**src/rtl/regfile_alu_sequencer.sv**
```systemverilog
// -----------------------------------------------------------------------------
// regfile_alu_sequencer
//
// Multi-cycle controller that owns a dual-read / single-write register file
// and an external combinational ALU. It takes one register-to-register
// instruction at a time and runs it through READ -> EXEC -> WB. The single
// register-file write port is shared with an external load port. Instruction
// writeback wins over loads.
//
// Handshake: an instruction transfers on a rising Clock edge where both
// Instr_Valid and Instr_Ready are high. Instr_Ready is high only in IDLE.
// Loads use a level request: Load_Req is held, together with Load_Addr and
// Load_Data, until the requester sees Load_Ack. Every cycle with Load_Ack high
// writes the register file at the next edge.
//
// Ports:
//   Clock, Reset_n              clock; asynchronous active-low reset
//   Instr_Valid / Instr_Ready   instruction handshake
//   Instr_Opcode/Rd/Rs1/Rs2     instruction fields (opcode 0 is a NOP)
//   Done                        one-cycle retire pulse
//   Busy                        high whenever the FSM is not in IDLE
//   Load_Req/Addr/Data, Load_Ack  external write port with acknowledge
//   Read_Addr_1/2, Data_Out_1/2 register-file read ports (asynchronous read)
//   Write_Addr, Data_In, Write_enable  register-file write port
//   ALU_Opcode, ALU_A, ALU_B, ALU_Result  external ALU interface
//   Dbg_State                   current FSM state, for observation only
// -----------------------------------------------------------------------------
module regfile_alu_sequencer #(
  parameter int REGFILE_WIDTH      = 16,
  parameter int REGFILE_ADDR_WIDTH = 3,
  parameter int OPCODE_WIDTH       = 3
) (
  input  logic                          Clock,
  input  logic                          Reset_n,
  // instruction port
  input  logic                          Instr_Valid,
  output logic                          Instr_Ready,
  input  logic [OPCODE_WIDTH-1:0]       Instr_Opcode,
  input  logic [REGFILE_ADDR_WIDTH-1:0] Instr_Rd,
  input  logic [REGFILE_ADDR_WIDTH-1:0] Instr_Rs1,
  input  logic [REGFILE_ADDR_WIDTH-1:0] Instr_Rs2,
  output logic                          Done,
  output logic                          Busy,
  // external load port
  input  logic                          Load_Req,
  input  logic [REGFILE_ADDR_WIDTH-1:0] Load_Addr,
  input  logic [REGFILE_WIDTH-1:0]      Load_Data,
  output logic                          Load_Ack,
  // register file
  output logic [REGFILE_ADDR_WIDTH-1:0] Read_Addr_1,
  output logic [REGFILE_ADDR_WIDTH-1:0] Read_Addr_2,
  input  logic [REGFILE_WIDTH-1:0]      Data_Out_1,
  input  logic [REGFILE_WIDTH-1:0]      Data_Out_2,
  output logic [REGFILE_ADDR_WIDTH-1:0] Write_Addr,
  output logic [REGFILE_WIDTH-1:0]      Data_In,
  output logic                          Write_enable,
  // ALU
  output logic [OPCODE_WIDTH-1:0]       ALU_Opcode,
  output logic [REGFILE_WIDTH-1:0]      ALU_A,
  output logic [REGFILE_WIDTH-1:0]      ALU_B,
  input  logic [REGFILE_WIDTH-1:0]      ALU_Result,
  // observation
  output logic [1:0]                    Dbg_State
);

  typedef enum logic [1:0] {
    IDLE = 2'd0,
    READ = 2'd1,
    EXEC = 2'd2,
    WB   = 2'd3
  } state_t;

  state_t state, state_next;

  // Latched instruction fields and datapath registers.
  logic [OPCODE_WIDTH-1:0]       opcode_q;
  logic [REGFILE_ADDR_WIDTH-1:0] rd_q;
  logic [REGFILE_ADDR_WIDTH-1:0] rs1_q;
  logic [REGFILE_ADDR_WIDTH-1:0] rs2_q;
  logic [REGFILE_WIDTH-1:0]      op_a_q;
  logic [REGFILE_WIDTH-1:0]      op_b_q;
  logic [REGFILE_WIDTH-1:0]      result_q;

  logic accept;
  logic load_grant;
  logic is_nop;

  assign is_nop = (opcode_q == '0);

  // An instruction is taken only in IDLE; outside IDLE Instr_* are ignored.
  assign accept = (state == IDLE) && Instr_Valid;

  // The write port belongs to the instruction in WB; otherwise a pending
  // load gets it. Gated by Reset_n so every output is 0 while in reset.
  assign load_grant = Reset_n && Load_Req && (state != WB);

  // ---------------------------------------------------------------------------
  // State register
  // ---------------------------------------------------------------------------
  always_ff @(posedge Clock or negedge Reset_n) begin
    if (!Reset_n) begin
      state <= IDLE;
    end else begin
      state <= state_next;
    end
  end

  // ---------------------------------------------------------------------------
  // Next-state logic
  // ---------------------------------------------------------------------------
  always_comb begin
    state_next = state;
    case (state)
      IDLE: if (accept) state_next = READ;
      READ: state_next = EXEC;
      // A NOP retires straight out of EXEC without touching the write port.
      EXEC: state_next = is_nop ? IDLE : WB;
      WB:   state_next = IDLE;
      default: state_next = IDLE;
    endcase
  end

  // ---------------------------------------------------------------------------
  // Instruction field latches: loaded only on acceptance, so they hold steady
  // for the whole instruction and keep the last values afterwards.
  // ---------------------------------------------------------------------------
  always_ff @(posedge Clock or negedge Reset_n) begin
    if (!Reset_n) begin
      opcode_q <= '0;
      rd_q     <= '0;
      rs1_q    <= '0;
      rs2_q    <= '0;
    end else if (accept) begin
      opcode_q <= Instr_Opcode;
      rd_q     <= Instr_Rd;
      rs1_q    <= Instr_Rs1;
      rs2_q    <= Instr_Rs2;
    end
  end

  // ---------------------------------------------------------------------------
  // Operand latches. A load written at the same edge as the operand read
  // would be missed by the asynchronous read data, so its data is forwarded
  // into whichever operand(s) name the load address.
  // ---------------------------------------------------------------------------
  always_ff @(posedge Clock or negedge Reset_n) begin
    if (!Reset_n) begin
      op_a_q <= '0;
      op_b_q <= '0;
    end else if (state == READ) begin
      op_a_q <= (load_grant && (Load_Addr == rs1_q)) ? Load_Data : Data_Out_1;
      op_b_q <= (load_grant && (Load_Addr == rs2_q)) ? Load_Data : Data_Out_2;
    end
  end

  // Result register: captures the ALU output at the end of EXEC.
  always_ff @(posedge Clock or negedge Reset_n) begin
    if (!Reset_n) begin
      result_q <= '0;
    end else if (state == EXEC) begin
      result_q <= ALU_Result;
    end
  end

  // ---------------------------------------------------------------------------
  // Outputs
  // ---------------------------------------------------------------------------
  always_comb begin
    Instr_Ready  = 1'b0;
    Busy         = 1'b0;
    Done         = 1'b0;
    Load_Ack     = 1'b0;
    Write_enable = 1'b0;
    Write_Addr   = '0;
    Data_In      = '0;
    if (Reset_n) begin
      Instr_Ready = (state == IDLE);
      Busy        = (state != IDLE);
      Done        = (state == WB) || ((state == EXEC) && is_nop);
      if (state == WB) begin
        Write_enable = 1'b1;
        Write_Addr   = rd_q;
        Data_In      = result_q;
      end else if (load_grant) begin
        Load_Ack     = 1'b1;
        Write_enable = 1'b1;
        Write_Addr   = Load_Addr;
        Data_In      = Load_Data;
      end
    end
  end

  // Read addresses and ALU operands come straight from the latches, so they
  // are valid in READ / EXEC and simply hold their last value elsewhere.
  assign Read_Addr_1 = rs1_q;
  assign Read_Addr_2 = rs2_q;
  assign ALU_Opcode  = opcode_q;
  assign ALU_A       = op_a_q;
  assign ALU_B       = op_b_q;
  assign Dbg_State   = state;

endmodule
```
**config.mk**
```make
export PLATFORM = sky130hd
export DESIGN_NAME = regfile_alu_sequencer
export DESIGN_NICKNAME = d
export VERILOG_FILES = /design/src/rtl/regfile_alu_sequencer.sv
export SDC_FILE = /design/constraint.sdc
export NUM_CORES = 1
export LEC_CHECK = 0
export ABC_AREA = 1
export BUFFER_PORTS_ARGS = -buffer_cell sky130_fd_sc_hd__buf_2
export CAP_MARGIN = 20
export CELL_PAD_IN_SITES_DETAIL_PLACEMENT = 0
export CELL_PAD_IN_SITES_GLOBAL_PLACEMENT = 1
export CORE_MARGIN = 10
export CORE_UTILIZATION = 35
export DETAILED_ROUTE_END_ITERATION = 8
export GPL_TIMING_DRIVEN = 1
export PLACE_DENSITY = 0.87
export SYNTH_ARGS = -nofsm -noshare
export SYNTH_HDL_FRONTEND = slang
export SYNTH_SLANG_ARGS = --single-unit
```
**constraint.sdc**
```tcl
create_clock -name Clock -period 2.43 [get_ports Clock]
set_input_delay 0.243 -clock Clock [delete_from_list [all_inputs] [get_ports Clock]]
set_output_delay 0.243 -clock Clock [all_outputs]
set_load 0.05 [all_outputs]
```
==> out/results.txt, run 1 <==
CTS sink count: 62
Num CTS Buffers: 9
N_diodes: 0
Max Fclk: 0.451 GHz
# placed instances: 708
Vias in the first global route: 3537
CP max FO: 18
Die height: 118 microns
Die Span X: 118 microns
Worst reg2reg path depth: 5
Setup TNS: 0 ns
Crit path launch: Reset_n
Commonest cells in the synthesized netlist: nand2_1, inv_1, nand3_1, dfrtp_1, o22ai_1
Grt ovf: 0
Largest net degree at the start of global routing: 50
VDD IR-drop max: 752 uV
CP Data Required Time: 2.19 ns
All-Layer GR Usage: 0.165
Final instance count without filler cells: 725
Port Buf Inserts: 149
Tmin final: 2.22 ns
Setup CP Type: in2out
Starting Density: 0.360
Synth Area per Inst: 7.45 sq um
Total Wirelength: 11.7 mm
R2r startpoint: Dbg_State[0]
Worst-Skew Late Latency: 0.34 ns
CP endpoint kind: primary output
CTS H-tree lvls: 3
Iteration-0 DRC Markers: 237
Post-Syn Instances: 447
Setup-failing EPs final: 0
Reg2Reg Capture Point: ALU_A[1]
Pins Over Slew Limit: 0
DR pass1 iterations: 5
Yosys top cell by area: dfrtp_1
Final period util: 0.912
Post-synthesis sequential area ratio: 0.466
LEAKAGE: 2.63 nW
Most frequent cell after synthesis: nand2_1
Layout cells sized above 1: 0.317
Die area: 0.0138 sq mm
Synth Cell Area: 0.00333 sq mm
Yosys cell types: 22
Post-Syn Nets: 530
Worst-margin pin slew: 1.06 ns
Via/cell ratio: 4.69
Initial antenna violation count: 1
IO Count: 150
DRC Markers: 0
Max-Cap Viols: 0
RSZ-0062 raised after global routing: false
Number of flops mapped to enable cells by yosys: 0
Ys async rst share: 1.00
Share of the synthesized area in the top cell type: 0.466
Via count: 3400
Final ANT Viol Nets: 0
Status: finished, final reports clean
Top_reg_cell synth: dfrtp_1
YS warnings: 0
Synth area leaders: dfrtp_1, nand2_1, nand3_1
Post-DP HPWL: 8.96 mm
Final hold violations: 0
CTS tree: done
First-pass GRT wire length: 18.7 mm
Fin nets: 674
Routed wire length per instance: 16.1 microns
Row count: 35
Clock Root Buffer: clkbuf_8
#FFs+latches synth: 62
CP endpoint: Data_In[5]
Reg clk slew, reported paths: 0.07 ns
GP Congestion: 0.825
Headroom to the max-slew limit: 0.290
Reg2reg setup slack: 0.60 ns
Worst min path class: in2reg
Area Growth Syn to Fin: 31.3%
Critical Path AT: 1.97 ns
Core area: 0.00924 sq mm
Crit start category: primary input
# fillers: 988
Power per Cell Area: 1460 mW/mm^2
CTS Buffer Depth: 2
Skew final: 0.0107 ns
[per-stage QoR]
step | worst slack (ns) | area [sq um] | hold slack [ns] | power, mW | util
3_5_place_dp | 0.311 | 4150 | 0.0528 | 5.46 | 0.449
5_1_grt | 0.0665 | 4370 | 0.104 | 6.79 | 0.473
3_3_place_gp | 0.448 | 4150 | 0.0538 | 5.39 | 0.449
4_1_cts | 0.0542 | 4370 | 0.0999 | 6.43 | 0.472
6_report | 0.214 | 4370 | 0.109 | 6.36 | 0.473
2_1_floorplan | 0.107 | 3340 | -0.0526 | 4.57 | -
[worst max-delay path, stage by stage]
cell,delay [ns]
dlygate4sd3_1,0.56
buf_2,0.18
nand2_1,0.09
clkinv_1,0.07
nand2_4,0.18
inv_1,0.18
nand2_1,0.08
a21oi_2,0.11
buf_2,0.27
[cells in the final DEF, fill, tap and decap left out, types with 4 or more instances in the layout]
master,count
a21oi_1,10
a21oi_2,4
buf_2,149
clkbuf_8,11
dfrtp_1,62
inv_1,76
nand2_1,149
nand3_1,68
nor2_1,10
nor2_8,4
o21ai_0,9
o22ai_1,15
[where the power goes]
| part | switching (mW) | internal, mW |
|---|---|---|
| Combinational | 2.75 | 0.815 |
| Sequential | 0.310 | 1.54 |
| Clock | 0.414 | 0.525 |
| Total | 3.48 | 2.88 |
[worst min-delay path by stage]
stage,from,end,slack [ns],cells after the start
6_report,ALU_Result[2],result_q[2],0.11,3
3_5_place_dp,Reset_n,Dbg_State[1],0.05,1
4_1_cts,ALU_Result[11],result_q[11],0.1,3
3_3_place_gp,Reset_n,Dbg_State[1],0.05,1
5_1_grt,ALU_Result[0],result_q[0],0.10,3
2_1_floorplan,Reset_n,ALU_A[0],-0.05,0
[state kept, by name (all words and copies together), names as in the netlist]
| register | flops |
|---|---|
| ALU_B | 16 |
| ALU_Opcode | 3 |
| Read_Addr_1 | 3 |
| rd_q | 3 |
| Dbg_State | 2 |
| ALU_A | 16 |
| Read_Addr_2 | 3 |
| result_q | 16 |
[cell type report]
cell class	instances	area [sq um]	share of cell area
Sequential cell	62	1550	0.355
Multi-Input combinational cell	285	1370	0.314
Timing Repair Buffer	154	790	0.181
Inverter	79	297	0.0679
Tap cell	129	161	0.0369
Clock buffer	12	155	0.0355
Clock inverter	4	45.0	0.0103
[what timing repair did]
| item | 4_1_cts | 5_1_grt |
|---|---|---|
| resized for setup | 1 | 1 |
| hold buffers | 1 | 0 |
| endpoints found under the hold margin | 14 | 0 |
| cloned | 0 | 0 |
| buffers inserted | 0 | 0 |
| endpoints found under the setup margin | 15 | 1 |
[routing by layer]
| metal | vias up | global-route usage | share of wire |
|---|---|---|---|
| met1 | 1562 | 0.205 | 0.43 |
| met5 | - | 0 | 0.0011 |
| li1 | 1673 | - | - |
| met3 | 14 | 0.0624 | 0.092 |
| met4 | 2 | 0.0425 | 0.010 |
| met2 | 149 | 0.264 | 0.47 |
[cells by family (layout without fill, tap and decap cells)]
logic type / Yosys count / after routing / share of synthesized area
simple gates: 241 / 241 / 0.327
flops: 62 / 62 / 0.466
buf+inv: 100 / 249 / 0.129
mux: 3 / 3 / 0.0101
compound gates: 41 / 41 / 0.0673
Note: power is estimated with default switching activity, not from simulation.
==> run 2: changes to the inputs <==
--- a/config.mk
+++ b/config.mk
@@ -15,6 +15,7 @@
 export DETAILED_ROUTE_END_ITERATION = 8
 export GPL_TIMING_DRIVEN = 1
 export PLACE_DENSITY = 0.87
+export SKIP_CTS_REPAIR_TIMING = 1
 export SYNTH_ARGS = -nofsm -noshare
 export SYNTH_HDL_FRONTEND = slang
 export SYNTH_SLANG_ARGS = --single-unit
==> constraint.sdc (replaced) <==
create_clock -name Clock -period 2.43 [get_ports Clock]
set_input_delay 0.1215 -clock Clock [delete_from_list [all_inputs] [get_ports Clock]]
set_output_delay 0.1215 -clock Clock [all_outputs]
set_load 0.05 [all_outputs]
==> run 2 against run 1 <==
The flow now finishes with violations (hold timing); sequential power barely moved; cell area increased by 0.83%; worst setup slack better by 0.12 ns; maximum frequency up 5.6%; sequential share of layout area shrank 0.29 points; power is 0.22% lower; first-iteration DRC count rose by 2.1%; worst hold slack got worse by 0.12 ns; sequential cell count unchanged; critical path depth fell by 6.
==> out/results.txt, run 2 (synthesized netlist as in run 1, its figures left out) <==
Initial antenna violation count: 0 (-1)
DR pass1 iterations: 4 (-1)
Num CTS Buffers: 9 (unchanged)
Port Buf Inserts: 149 (unchanged)
All-Layer GR Usage: 0.166 (+0.000383)
Failing checks: hold timing
Clock Root Buffer: clkbuf_8
Final hold violations: 7 (+7)
Worst min path class: in2reg
Die Span X: 118 microns (unchanged)
Row count: 35 (unchanged)
Final ANT Viol Nets: 0 (unchanged)
Vias in the first global route: 3487 (-1.4%)
Final period util: 0.863 (-0.0484)
Core area: 0.00924 sq mm (unchanged)
Fin util: 0.477 (+0.00393)
Critical Path AT: 1.98 ns (about the same)
Skew final: 0.00671 ns (-0.00398 ns)
CTS H-tree lvls: 3 (unchanged)
DRC Markers: 0 (unchanged)
Status: finished, violations left
Placed Area: 0.00414 sq mm (-0.36%)
VDD IR-drop max: 671 uV (-11%)
Iteration-0 DRC Markers: 242 (+2.1%)
Pins Over Slew Limit: 0 (unchanged)
Worst-margin pin slew: 0.672 ns (-0.392 ns)
GP Congestion: 0.843 (+2.3%)
Setup-failing EPs final: 0 (unchanged)
Worst-Skew Late Latency: 0.34 ns (about the same)
Routed wire length per instance: 16.0 microns (-0.61%)
Most frequent cells in the layout: nand2_1, buf_2, inv_1
Area Growth Syn to Fin: 32.4%
Starting Density: 0.360 (unchanged)
CTS tree: done
Max-Cap Viols: 0 (unchanged)
CP Data Required Time: 2.31 ns (+0.12 ns)
Setup TNS: 0 ns (unchanged)
IO Count: 150 (unchanged)
Total Wirelength: 11.7 mm (about the same)
Largest net degree at the start of global routing: 40 (-20%)
N_diodes: 0 (unchanged)
Max Fclk: 0.477 GHz (+5.6%)
First-pass GRT wire length: 18.7 mm (-0.15%)
Post-DP HPWL: 8.83 mm (-1.4%)
Crit start category: register
Fin nets: 679 (+0.74%)
Grt ovf: 0 (unchanged)
Headroom to the max-slew limit: 0.551 (+0.261)
WHS: -0.0137 ns (-0.123 ns)
LEAKAGE: 2.65 nW (+0.93%)
Fin area: 0.00441 sq mm (+0.83%)
Layout cells sized above 1: 0.310 (-0.00711)
Via/cell ratio: 4.65 (-0.93%)
Die area: 0.0138 sq mm (unchanged)
CTS Buffer Depth: 2 (unchanged)
Via count: 3387 (-0.38%)
RSZ-0062 raised after global routing: false
CTS sink count: 62 (unchanged)
Tmin final: 2.10 ns (-0.118 ns)
Reg2reg setup slack: 0.67 ns (+0.07 ns)
Reg clk slew, reported paths: 0.07 ns (about the same)
Die height: 118 microns (unchanged)
CP endpoint kind: primary output
Setup CP Type: reg2out
CP max FO: 16 (-2)
Power per Cell Area: 1440 mW/mm^2 (-1.0%)
==> run 2: changes by cell type in the layout (fill, tap and decap cells not counted) <==
cell | before | now
clkbuf_1 | 1 | 0
buf_16 | 0 | 1
a21oi_2 | 4 | 0
clkinv_2 | 3 | 4
a21oi_1 | 10 | 14
dlygate4sd3_1 | 1 | 5
clkbuf_8 | 11 | 10
buf_6 | 1 | 0
buf_4 | 3 | 4
==> run 2: layout make-up <==
| type | count | area [sq um] |
|---|---|---|
| Clock buffer | 10 | 138 |
| Sequential cell | 62 | 1550 |
| Multi-Input combinational cell | 285 | 1360 |
| Inverter | 79 | 297 |
| Tap cell | 129 | 161 |
| Clock inverter | 5 | 50.0 |
| Timing Repair Buffer | 159 | 853 |
| Fill cell | 975 | 4830 |
==> run 2: path summary, 6_finish.rpt <==
path,end,from,depth (start not counted)
hold reg to reg,ALU_A[12],ALU_A[12],2
min in group asynchronous,result_q[2],Reset_n,3
setup reg to reg,ALU_Opcode[0],Dbg_State[1],3
max in group asynchronous,ALU_B[0],Reset_n,3
hold / removal,result_q[0],ALU_Result[0],3
setup / recovery,Data_In[13],Dbg_State[1],3
==> run 2: layer usage <==
layer / up-vias / track usage / wire [microns]
li1: 1679 / - / -
met1: 1552 / 0.216 / 5270
met2: 145 / 0.253 / 5260
met3: 11 / 0.0547 / 995
met4: 0 / 0.0518 / 144
met5: - / 0 / 0
==> run 2: report_power, final <==
| group | total, mW | switching, mW | internal [mW] | leakage, nW |
|---|---|---|---|---|
| logic | 3.61 | 2.75 | 0.855 | 1.80 |
| clock network | 0.892 | 0.403 | 0.489 | 0.102 |
| registers | 1.85 | 0.304 | 1.54 | 0.748 |
==> run 2: critical path, stage by stage (launching register included) <==
cell and delay [ns]:
dfrtp_1 0.61, nand3_2 0.41, o22ai_1 0.31, buf_2 0.30
==> run 2: per-stage QoR <==
stage          hold slack [ns]  instances  setup slack [ns]  total power [mW]
6_report               -0.0137        729             0.332              6.35
5_1_grt                0.00164        729             0.200              6.78
4_1_cts                 -0.152        723            0.0476              6.35
3_5_place_dp             0.218        708             0.416              5.43
3_3_place_gp             0.216        708             0.552              5.39
2_1_floorplan           -0.174        447            0.0620              4.56
==> run 3: changes to the inputs <==
--- a/config.mk
+++ b/config.mk
@@ -10,12 +10,12 @@
 export CAP_MARGIN = 20
 export CELL_PAD_IN_SITES_DETAIL_PLACEMENT = 0
 export CELL_PAD_IN_SITES_GLOBAL_PLACEMENT = 1
-export CORE_MARGIN = 10
 export CORE_UTILIZATION = 35
 export DETAILED_ROUTE_END_ITERATION = 8
 export GPL_TIMING_DRIVEN = 1
 export PLACE_DENSITY = 0.87
 export SKIP_CTS_REPAIR_TIMING = 1
+export SKIP_LAST_GASP = 1
 export SYNTH_ARGS = -nofsm -noshare
 export SYNTH_HDL_FRONTEND = slang
 export SYNTH_SLANG_ARGS = --single-unit
==> constraint.sdc (replaced) <==
create_clock -name Clock -period 2.43 [get_ports Clock]
set_input_delay 0.1215 -clock Clock [delete_from_list [all_inputs] [get_ports Clock]]
set_output_delay 0.1215 -clock Clock [all_outputs]
set_load 0.01 [all_outputs]
==> run 3 against run 2 <==
The flow still finishes with violations (hold timing); power decreased by 21%; sequential power about the same; via count decreased by 0.80%; worst hold slack improved by 0.0042 ns; critical endpoint unchanged.
==> out/results.txt, run 3 (synthesized netlist as in run 1, its figures left out) <==
Num CTS Buffers: 9 (unchanged)
Fin nets: 682 (+0.44%)
Sequential Area: 0.00155 sq mm (unchanged)
CTS Buffer Depth: 2 (unchanged)
DRC Markers: 0 (unchanged)
Grt ovf: 0 (unchanged)
Critical Path AT: 2.13 ns (+0.15 ns)
Reg clk slew, reported paths: 0.07 ns (about the same)
CTS tree: done
Core area: 0.00924 sq mm (unchanged)
LEAKAGE: 2.66 nW (+0.13%)
Area Growth Syn to Fin: 33.2%
Routed wire length per instance: 14.1 microns (-12%)
Power per Cell Area: 1130 mW/mm^2 (-22%)
Crit start category: register
WHS: -0.00946 ns (+0.00424 ns)
Most frequent cells in the layout: nand2_1, buf_2, inv_1
Tmin final: 2.25 ns (+0.156 ns)
CTS H-tree lvls: 3 (unchanged)
Die area: 0.00990 sq mm (-28%)
Max Fclk: 0.444 GHz (-6.9%)
Clock Root Buffer: clkbuf_8
Total Wirelength: 10.3 mm (-12%)
Die height: 99.5 microns (-15%)
Vias in the first global route: 3111 (-11%)
Crit path launch: Dbg_State[1]
# fillers: 952 (-2.4%)
Final instance count without filler cells: 733 (+0.55%)
Largest net degree at the start of global routing: 52 (+30%)
Row count: 35 (unchanged)
Via/cell ratio: 4.58 (-1.3%)
Max-Cap Viols: 0 (unchanged)
Via count: 3360 (-0.80%)
Port Buf Inserts: 149 (unchanged)
All-Layer GR Usage: 0.212 (+0.0464)
Worst slack, placed: 0.571 ns (+0.155 ns)
DR pass1 iterations: 4 (unchanged)
Final period util: 0.927 (+0.0640)
First-pass GRT wire length: 15.9 mm (-15%)
Fin util: 0.480 (+0.00284)
CP max FO: 16 (unchanged)
Setup TNS: 0 ns (unchanged)
Hold path start: ALU_Result[6]
Failing checks: hold timing
CP Data Required Time: 2.31 ns (about the same)
Skew final: 0.0118 ns (+0.00514 ns)
Setup CP Type: reg2out
Starting Density: 0.360 (unchanged)
Final ANT Viol Nets: 0 (unchanged)
VDD IR-drop max: 535 uV (-20%)
Area of the multi-input gates: 0.00135 sq mm (-0.55%)
Worst-Skew Late Latency: 0.34 ns (about the same)
Worst min path class: in2reg
Total power: 5.01 mW (-21%)
Pins Over Slew Limit: 0 (unchanged)
Fin area: 0.00443 sq mm (+0.60%)
GP Congestion: 0.759 (-10%)
Headroom to the max-slew limit: 0.514 (-0.0373)
IO Count: 150 (unchanged)
CP endpoint kind: primary output
Initial antenna violation count: 0 (unchanged)
RSZ-0062 raised after global routing: false
# placed instances: 707 (-0.14%)
N_diodes: 0 (unchanged)
Setup-failing EPs final: 0 (unchanged)
Worst setup margin: 0.176 ns (-0.156 ns)
Worst-margin pin slew: 0.727 ns (+0.0555 ns)
Iteration-0 DRC Markers: 131 (-46%)
Status: finished, violations left
Die Span X: 99.5 microns (-15%)
R2r startpoint: Dbg_State[1]
Layout cells sized above 1: 0.301 (-0.00868)
Placed Area: 0.00413 sq mm (-0.24%)
Final hold violations: 5 (-2)
Post-DP HPWL: 7.36 mm (-17%)
CTS sink count: 62 (unchanged)
run 3: worst paths after layout:
path                       slack, ns  depth (start not counted)            end
setup / recovery                0.18                          3    Data_In[13]
hold / removal                -0.009                          3    result_q[6]
setup reg to reg                0.71                          3  ALU_Opcode[2]
hold reg to reg                 0.48                          2    result_q[4]
max in group asynchronous       1.62                          2    result_q[1]
min in group asynchronous       0.08                          2       ALU_A[4]
run 3: final cells by class:
cell class              instances  area share
clock buffers                  13      0.0359
inverters                      79      0.0669
flip-flops and latches         62       0.350
multi-input cells             285       0.304
well taps                     129      0.0364
clock inverters                 3     0.00960
repair buffers                162       0.197
run 3: power by group:
group	switching, mW	internal [mW]	leakage [nW]
sequential	0.296	1.54	0.748
combinational	1.40	0.828	1.81
clock	0.412	0.529	0.0996
total	2.11	2.90	2.66
run 3: critical path: stages (launching register included):
cell	delay, ns
dfrtp_1	0.59
nand3_1	0.62
o22ai_1	0.39
buf_2	0.18
run 3: metal layers:
layer  GRT usage  share of wire
met1       0.275           0.45
met2       0.339           0.46
met3      0.0647          0.071
met4      0.0690          0.015
met5           0              0
